## src/rtl/calc_controller.sv

```systemverilog
// Switch-entry calculator sequencer: debounced buttons drive add/sub/clear on an
// 18-bit accumulator, followed by an 18-cycle shift-and-add-3 BCD conversion.

module calc_btn_db #(
  parameter int DEBOUNCE_CYCLES = 250000
) (
  input  logic clk,
  input  logic rst,
  input  logic btn_raw,
  output logic press
);
  localparam int CW = $clog2(DEBOUNCE_CYCLES + 1);

  logic [1:0]    sync;
  logic          db, db_d;
  logic [CW-1:0] cnt;

  // Reset to the released level so a button held through reset must re-debounce.
  always_ff @(posedge clk or posedge rst) begin
    if (rst) begin
      sync <= 2'b11;
      db   <= 1'b1;
      db_d <= 1'b1;
      cnt  <= '0;
    end else begin
      sync <= {sync[0], btn_raw};
      db_d <= db;
      if (sync[1] == db)
        cnt <= '0;
      else if (cnt == CW'(DEBOUNCE_CYCLES - 1)) begin
        db  <= sync[1];
        cnt <= '0;
      end else
        cnt <= cnt + 1'b1;
    end
  end

  assign press = db_d & ~db;
endmodule

module calc_controller #(
  parameter int DEBOUNCE_CYCLES = 250000
) (
  input  logic        clk,
  input  logic        rst,
  input  logic [9:0]  num,
  input  logic [2:0]  btn,
  output logic [17:0] bin_18,
  output logic [3:0]  digit_1,
  output logic [3:0]  digit_2,
  output logic [3:0]  digit_3,
  output logic [3:0]  digit_4,
  output logic [3:0]  digit_5,
  output logic [3:0]  digit_6,
  output logic        busy,
  output logic        ovf,
  output logic        unf
);
  typedef enum logic [1:0] {IDLE, EXEC, CONV, DONE} state_t;
  typedef enum logic [1:0] {CMD_ADD, CMD_SUB, CMD_CLR} cmd_t;

  state_t      state, state_nxt;
  cmd_t        cmd;
  logic [2:0]  press;
  logic [17:0] shift_reg;
  logic [23:0] bcd;
  logic [4:0]  bit_cnt;
  logic [18:0] sum;
  logic [17:0] exec_bin;
  logic        exec_ovf, exec_unf;
  logic [41:0] conv_nxt;

  calc_btn_db #(.DEBOUNCE_CYCLES(DEBOUNCE_CYCLES)) u_db [2:0] (
    .clk     (clk),
    .rst     (rst),
    .btn_raw (btn),
    .press   (press)
  );

  function automatic logic [23:0] add3(input logic [23:0] b);
    logic [23:0] r;
    r = b;
    for (int i = 0; i < 6; i++)
      if (b[4*i +: 4] >= 4'd5) r[4*i +: 4] = b[4*i +: 4] + 4'd3;
    return r;
  endfunction

  always_comb begin
    sum      = {1'b0, bin_18} + {9'd0, num};
    exec_bin = bin_18;
    exec_ovf = 1'b0;
    exec_unf = 1'b0;
    case (cmd)
      CMD_ADD: begin
        exec_ovf = sum[18];
        exec_bin = sum[18] ? 18'h3ffff : sum[17:0];
      end
      CMD_SUB: begin
        exec_unf = ({8'd0, num} > bin_18);
        exec_bin = exec_unf ? 18'd0 : bin_18 - {8'd0, num};
      end
      default: exec_bin = 18'd0;
    endcase
    conv_nxt = {add3(bcd), shift_reg} << 1;
  end

  always_comb begin
    state_nxt = state;
    case (state)
      IDLE: if (|press) state_nxt = EXEC;
      EXEC: state_nxt = CONV;
      CONV: if (bit_cnt == 5'd17) state_nxt = DONE;
      DONE: state_nxt = IDLE;
      default: state_nxt = IDLE;
    endcase
  end

  always_ff @(posedge clk or posedge rst) begin
    if (rst) state <= IDLE;
    else     state <= state_nxt;
  end

  always_ff @(posedge clk or posedge rst) begin
    if (rst) begin
      cmd       <= CMD_ADD;
      bin_18    <= '0;
      ovf       <= 1'b0;
      unf       <= 1'b0;
      shift_reg <= '0;
      bcd       <= '0;
      bit_cnt   <= '0;
      {digit_6, digit_5, digit_4, digit_3, digit_2, digit_1} <= '0;
    end else begin
      case (state)
        IDLE: if (|press) cmd <= press[2] ? CMD_CLR : (press[1] ? CMD_SUB : CMD_ADD);
        EXEC: begin
          bin_18    <= exec_bin;
          ovf       <= exec_ovf;
          unf       <= exec_unf;
          shift_reg <= exec_bin;
          bcd       <= '0;
          bit_cnt   <= '0;
        end
        CONV: begin
          {bcd, shift_reg} <= conv_nxt;
          bit_cnt          <= bit_cnt + 5'd1;
        end
        DONE: {digit_6, digit_5, digit_4, digit_3, digit_2, digit_1} <= bcd;
        default: ;
      endcase
    end
  end

  assign busy = (state != IDLE);
endmodule

```

## config.mk

```make
export PLATFORM = sky130hd
export DESIGN_NAME = calc_controller
export DESIGN_NICKNAME = d
export VERILOG_FILES = /design/src/rtl/calc_controller.sv
export SDC_FILE = /design/constraint.sdc
export NUM_CORES = 1
export LEC_CHECK = 0
export ABC_AREA = 1
export CAP_MARGIN = 0
export CORE_MARGIN = 1
export CORE_UTILIZATION = 26
export DETAILED_ROUTE_END_ITERATION = 8
export PLACE_DENSITY_LB_ADDON = 0.3
export SLEW_MARGIN = 20
export SYNTH_ARGS = -nofsm -noshare
export SYNTH_HDL_FRONTEND = slang
export SYNTH_SLANG_ARGS = --single-unit
```

## constraint.sdc

```tcl
create_clock -name clk -period 7 [get_ports clk]
set_input_delay 0.7 -clock clk [delete_from_list [all_inputs] [get_ports clk]]
set_output_delay 0.7 -clock clk [all_outputs]
set_load 0.02 [all_outputs]
```

# == Word-level counts from Yosys, hierarchy flattened ==
# Index checks and enable logic that the tools add are counted.
# op_classes
n_eq_ne,13
n_lt_le_gt_ge,7
n_mux,25
n_addsub,12
n_bitwise,9
n_shift,0
n_div,0
n_mul,0
reduce_logical,10
# ops
cell,count
$mux 18,8
$pmux 18 s2,2
$add 18x1->18 const B,3
$eq 18x18->1 const B,3
$pmux 24 s2,1
$ge 4x3->1 const B,6
$add 4x2->4 const B,5
$mux 4,5
$add 18x10->19,1
$gt 10x18->1,1
$sub 18x10->18,1
$pmux 5 s2,1
$reduce_and 2->1,5
$pmux 2 s4,1
$mux 2,3
$not 1->1,6
$add 5x1->5 const B,1
$eq 5x5->1 const B,1
$eq 2x1->1 const B,2
$eq 2x2->1 const B,2
$logic_not 2->1,2
$ne 2x2->1 const B,2
$reduce_bool 2->1,2
$add 3x2->3 const B,1
other kinds (5),11
# totals
romBits,0
output_inout_bits,45
mem_bits_rw,0
memories,0
elab_cells,102
latchBits,0
register_bits,161
inputBits,15

# == Depth between registers and ports, before layout ==
# Gate-level depths: netlist of the first run.
# depth
ltp_word,5
ltp_mapped,17
depth_no_buf,16

# == By module ==
# From an unflattened synthesis of the first run, not the netlist that was laid out.
# hier_totals
hier_cells,1272
hier_area_um2,9768.1
# modules_own_cells
module,cells_per_inst,n_inst,area_per_inst_um2,seq_area_each_um2
calc_controller,855,1,6329.8,2377.3
calc_btn_db,139,3,1146.1,555.5

# == Least setup slack after synthesis of the first run ==
# No wires, ideal clock.
# synth_path
path_type,input to register
from,input port num[0]
to,register bin_18[10]
slack_ps,4684
n_path_buf,0
t_arrival_ps,2251
stages,13
setup_time_ps,66
required_ps,6934
cell_sequence,ha_1 > fa_1 > nand3b_1 > nand2_1 > nand2_1 > nand2_1 > nand2_1 > nand2_1 > xor2_1 > nand2_1 > nand3_1 > nand2_1 > nand2_1
# synth_via
elab_chain_len,3
elab_cells_between_ends,6
cone_classes,add/sub (2); order compare (1); mux (3)
# synth_lines
element,line_no,source
start: declaration,46,"input logic [9:0] num,"
"$sub 18x10->18, or another cell as far along",100,"exec_bin = exec_unf ? 18'd0 : bin_18 - {8'd0, num};"
"$mux 18, on equally long branches","100, 96",
$pmux 18 s2 *,93,case (cmd)
end signal: assignment,137,bin_18 <= exec_bin;
end: declaration,48,"output logic [17:0] bin_18,"
# Every way passes the cells marked *; elsewhere a longest branch is shown, timed or not.
# A chain may end at the register's enable or synchronous reset.

# == Final worst setup path of the first run ==
# layout_path
from,input port num[7]
to,register bin_18[9]
# Same word-level chain as after synthesis.

==> flow_summary.yaml, run 1 <==
floorplan:
  core.rowCount: 69
  ios: 60
  coreArea_um2: 35570
  die_w_um: 192.0
  dieArea_um2: 36850
  initial_core_util: 0.2638
  fp.dieH_um: 192.0
synth:
  synth_area_leader_cell: "dfrtp_1"
  syn_avg_cell_area_um2: 7.665
  synthFlopType: "dfrtp_1"
  synthMuxAreaShare: 0.002401
  synth_compound_area_frac: 0.09669
  yosysUniqueCellTypes: 48
  ys_ff_latch: 161
  ys_seq_area_frac: 0.4310
  synth_most_common_cell: "nand2_1"
  ys_top_cells_by_area: "dfrtp_1, nand2_1, inv_1"
  synthCells: 1224
  synth_xor_area_frac: 0.03921
  syn_nets: 1282
  netlist_area_um2: 9381
  synth-edff-count: 0
  yosys_warnings: 0
  netlist.area_leader.share: 0.3974
  synthArstFlopShare: 1.000
  synth_adder_area_share: 0.05895
  synth_simple_gate_area_frac: 0.2821
  synth_top_family_by_area: "simple AND/OR/NAND/NOR gates"
  netlist_top_cells_count: "nand2_1, inv_1, dfrtp_1, nor2_1, nand3_1"
global_routing:
  grt_overflow: 0
  grt_pass1_vias: 7675
  antenna_found_initial: 0
  grt_max_degree: 100
  track_usage: 0.1327
  grt_pass1_wl_um: 38850
critical_path:
  cp_max_fo: 9
  slowest_stage: "clkdlybuf4s50_1"
  endpoint_kind: "register"
  start_kind: "input pin"
  critPathTopFamily: "simple AND/OR/NAND/NOR gates"
  worst_path_most_repeated_cell: "nand2_1"
  path_cells: "clkdlybuf4s50_1 > inv_1 > ha_1 > inv_1 > a21oi_1 > nor2_1 > o21bai_1 > nand2_2 > nand2_2 > nand3_1 > nand2_1 > o21ai_1 > nand2_1 > nand2_1"
  crit_arrival_ns: 3.13
  crit_required_ns: 7.32
  critPathKind: "input pin to register"
  worst-path-buf-inv: 3
  max_stage_delay_ns: 0.48
cts:
  cts-root-buf: "clkbuf_16"
  cts_max_path_buffers: 2
  numCtsBuffers: 17
  cts_resized: 0
  cts_tree: "yes"
  clock_latency_ns: 0.44
  post_cts_buffers: 0
  htreeDepth: 4
  clkSinkCount: 161
  path_clk_slew_ns: 0.07
  postCtsHoldBufs: 0
detailed_routing:
  firstDrtPassIters: 4
  routed_wirelength_um: 23070
  drt_iter0_drc: 498
  vias: 7908
  antenna_left: 0
  post-route-drc-count: 0
  detail_route.wl_per_cell_um: 13.20
  routed_via_density: 4.524
pwr:
  leakagePower_uw: 0.005113
  p_switching_uw: 533.2
  p_int_uw: 1486
  p_per_area_nw_per_um2: 183.3
  pwr-share-clk: 0.470
  ir_drop_uv: 185.6
  p_sw_frac: 0.2641
  combPwrFrac: 0.063
  seqPwrFrac: 0.466
timing:
  fin_crit_ns: 2.807
  tns_ns: 0
  worst_pin_slew_ns: 0.9299
  rsz0062_at_grt: "false"
  drv_slew: 0
  layout_setup_ws_ns: 4.193
  fmax_mhz: 356.3
  hold_viol: 0
  final.setup_skew_ns: 0.01775
  fin_crit_sh: 0.4010
  finalSetupViolCount: 0
  slew_headroom: 0.3800
place:
  post-dp-hpwl_um: 16720
  place.gp.congestion: 0.9061
  pre_cts_slack_ns: 3.761
  portBuffers: 59
min_path:
  hold_class: "register to register"
flow_run:
  timing.max_cap.violations: 0
cells_and_area:
  syn_to_final_growth_pct: 17.38
  largest_reg_flops: 54
  reg.largest.list: "u_db.cnt x54, bcd x24"
  regMostFlops: "u_db.cnt"
  n_antenna_cell: 0
  drive_gt1_frac: 0.07148
  fin_nets: 1333
status:
  outcome: "finished clean"
[power groups by stage]
stage          Clock (µW)  Combinational (µW)  Sequential, µW
2_1_floorplan           0                88.7             958
3_3_place_gp            0                 129             959
3_5_place_dp            0                 129             959
4_1_cts               987                 130             941
5_1_grt              1020                 146             942
6_report              950                 128             941
[per-stage QoR]
step / total power (µW) / hold WS (ns) / instance area [µm²] / std cells / utilization
after floorplan: 1047 / 0.3452 / 9382 / 1224 / -
after global placement: 1088 / 0.3473 / 10420 / 1717 / 0.2928
after detailed placement: 1088 / 0.3484 / 10420 / 1717 / 0.2928
after CTS: 2057 / 0.3579 / 11010 / 1748 / 0.3095
after global routing: 2105 / 0.3650 / 11010 / 1748 / 0.3096
final: 2019 / 0.3569 / 11010 / 1748 / 0.3096
[cell usage in the layout, fill, tap and decap left out, types with 10 or more instances in the layout]
| master | count |
|---|---|
| a21oi_1 | 63 |
| clkbuf_16 | 17 |
| clkdlybuf4s50_1 | 59 |
| dfrtp_1 | 149 |
| dfstp_2 | 12 |
| ha_1 | 41 |
| inv_1 | 170 |
| nand2_1 | 295 |
| nand3_1 | 83 |
| nand4_1 | 25 |
| nor2_1 | 128 |
| nor3_1 | 19 |
| o21ai_0 | 50 |
| o22ai_1 | 27 |
| or2_2 | 10 |
| xor2_1 | 36 |
[final timing paths]
kind / from / end / slack [ns] / depth (start not counted)
setup / recovery: num[7] / bin_18[9]$_DFFE_PP0N_ / 4.19 / 14
setup reg to reg: bin_18[0]$_DFFE_PP0N_ / bin_18[9]$_DFFE_PP0N_ / 4.53 / 14
max in group asynchronous: rst / bcd[12]$_DFFE_PP0P_ / 4.76 / 3
hold reg to reg: u_db[2].sync[0]$_DFF_PP1_ / u_db[2].sync[1]$_DFF_PP1_ / 0.36 / 0
min in group asynchronous: rst / u_db[2].cnt[8]$_DFF_PP0_ / 0.85 / 2
hold / removal: u_db[2].sync[0]$_DFF_PP1_ / u_db[2].sync[1]$_DFF_PP1_ / 0.36 / 0
[per-layer routing]
| metal | part of all wire | vias up | track usage |
|---|---|---|---|
| met5 | 0 | - | 0 |
| met4 | 0.011 | 0 | 0.03236 |
| met3 | 0.036 | 20 | 0.02832 |
| met2 | 0.45 | 118 | 0.2102 |
| met1 | 0.50 | 3731 | 0.1826 |
| li1 | - | 4039 | - |
[kinds of logic after synthesis]
kind of cell    after synthesis
simple gates                603
xor+xnor                     42
compound gates              164
flops                       161
buf+inv                     209
mux                           2
fa+ha+maj                    43
[layout make-up]
cell class | instances | area (µm²)
Sequential cell | 161 | 4044
Fill cell | 3839 | 24560
Clock buffer | 17 | 425.4
Clock inverter | 14 | 168.9
Tap cell | 461 | 576.8
Inverter | 177 | 669.4
Multi-Input combinational cell | 854 | 4499
Timing Repair Buffer | 64 | 628.1
Note: power is estimated with default switching activity, not from simulation.
==> run 2: changes to the inputs <==
==> constraint.sdc (replaced) <==
create_clock -name clk -period 2.9 [get_ports clk]
set_input_delay 0.29 -clock clk [delete_from_list [all_inputs] [get_ports clk]]
set_output_delay 0.29 -clock clk [all_outputs]
set_load 0.02 [all_outputs]
==> run 2 against run 1 <==
Compared with the run above:
- non-clock buffer count is 8 higher
- die area stayed put
- sequential power is 140% higher
- critical path type is now register to register
- count of clock-buffer cells in the layout stayed put
==> flow_summary.yaml, run 2 (synthesis gave the netlist of run 1 again) <==
timing:
  fin_crit_ns: 2.385
  hold-worst-slack_ns: 0.2672
  rsz0062_at_grt: "false"
  drv_slew: 0
  finalSetupViolCount: 0
  slew_headroom: 0.5788
  layout_setup_ws_ns: 0.5145
  worst_pin_slew_ns: 0.6279
  final.setup_skew_ns: 0.01369
  tns_ns: 0
  hold_viol: 0
  fmax_mhz: 419.2
  fin_crit_sh: 0.8226
place:
  portBuffers: 59
  post-dp-hpwl_um: 16660
  pre_cts_slack_ns: 0.2002
  place.gp.congestion: 0.8604
  postPlaceCellArea_um2: 10510
global_routing:
  grt_pass1_vias: 7798
  grt_pass1_wl_um: 38670
  grt_max_degree: 53
  track_usage: 0.1305
  antenna_found_initial: 0
  grt_overflow: 0
critical_path:
  cp_max_fo: 3
  endpoint_kind: "register"
  slowest_stage: "fa_1"
  critPathKind: "register to register"
  worst_path_most_repeated_cell: "nand2_1"
  max_stage_delay_ns: 0.46
  crit_required_ns: 3.26
  critPathTopFamily: "simple AND/OR/NAND/NOR gates"
  start_kind: "register"
  worst-path-buf-inv: 1
  crit_arrival_ns: 2.74
  path_cells: "inv_1 > ha_1 > fa_1 > nand3b_1 > nand2_1 > nand2_1 > nand2_1 > nand2_1 > nand2_1 > xor2_1 > nand2_1 > nand3_1 > nand2_1 > nand2_1"
cells_and_area:
  syn_to_final_growth_pct: 18.18
  n_antenna_cell: 0
  layout_common_cells: "nand2_1, inv_1, dfrtp_1"
  reg.largest.list: "u_db.cnt x54, bcd x24"
  largest_reg_flops: 54
  drive_gt1_frac: 0.07716
  fin_nets: 1341
  regMostFlops: "u_db.cnt"
  final_common_cell: "nand2_1"
  stdcell_area_um2: 11090
detailed_routing:
  drt_iter0_drc: 546
  firstDrtPassIters: 4
  detail_route.wl_per_cell_um: 12.91
  antenna_left: 0
  post-route-drc-count: 0
  routed_wirelength_um: 22680
  routed_via_density: 4.567
  vias: 8024
floorplan:
  fp.dieH_um: 192.0
  die_w_um: 192.0
  dieArea_um2: 36850
  coreArea_um2: 35570
  core.rowCount: 69
  initial_core_util: 0.2638
  ios: 60
cts:
  post_cts_buffers: 0
  path_clk_slew_ns: 0.07
  postCtsHoldBufs: 0
  cts_tree: "yes"
  cts_max_path_buffers: 2
  cts_resized: 0
  clock_latency_ns: 0.43
  htreeDepth: 4
  numCtsBuffers: 17
  clkSinkCount: 161
  cts-root-buf: "clkbuf_16"
status:
  outcome: "finished clean"
pwr:
  p_per_area_nw_per_um2: 434.4
  leakagePower_uw: 0.005151
  ir_drop_uv: 365.8
flow_run:
  timing.max_cap.violations: 0
min_path:
  hold_class: "input pin to async pin"
==> run 2: path summary, 6_finish.rpt <==
path / cells past startpoint / start / slack, ns / endpoint
max reg2reg: 14 / bin_18[0]$_DFFE_PP0N_ / 0.51 / bin_18[10]$_DFFE_PP0N_
min in group clk: 1 / btn[0] / 0.27 / u_db[0].sync[0]$_DFF_PP1_
max: 14 / bin_18[0]$_DFFE_PP0N_ / 0.51 / bin_18[10]$_DFFE_PP0N_
min: 2 / rst / 0.27 / u_db[1].cnt[5]$_DFF_PP0_
max in group asynchronous: 3 / rst / 1.95 / u_db[0].db_d$_DFF_PP1_
min reg2reg: 0 / u_db[2].sync[0]$_DFF_PP1_ / 0.36 / u_db[2].sync[1]$_DFF_PP1_
==> run 2: power by group <==
group          total (µW)  internal (µW)  switching (µW)  leakage [µW]
clock network        2220           1210            1010      0.000280
registers            2270           2260            9.18       0.00200
logic                 320            106             213       0.00287
total                4820           3580            1240       0.00515
==> run 2: layout make-up <==
class	instances	area (µm²)
clock buffers	17	425.4
clock inverters	15	150.1
fillers	3841	24480
inverters	177	668.1
multi-input cells	854	4497
flip-flops and latches	161	4044
well taps	461	576.8
repair buffers	72	725.7
==> run 2: layer usage <==
metal	track usage	share of wire	up-vias
li1	-	-	4054
met1	0.1760	0.49	3782
met2	0.2111	0.45	162
met3	0.02448	0.043	26
met4	0.03785	0.013	0
met5	0	0	-
==> run 2: through the flow <==
stage	cells	power, µW	util
detailed placement	1725	2638	0.2955
floorplan	1224	2527	-
finish	1757	4816	0.3117
global route	1757	5027	0.3117
global placement	1725	2639	0.2955
CTS	1757	4899	0.3117
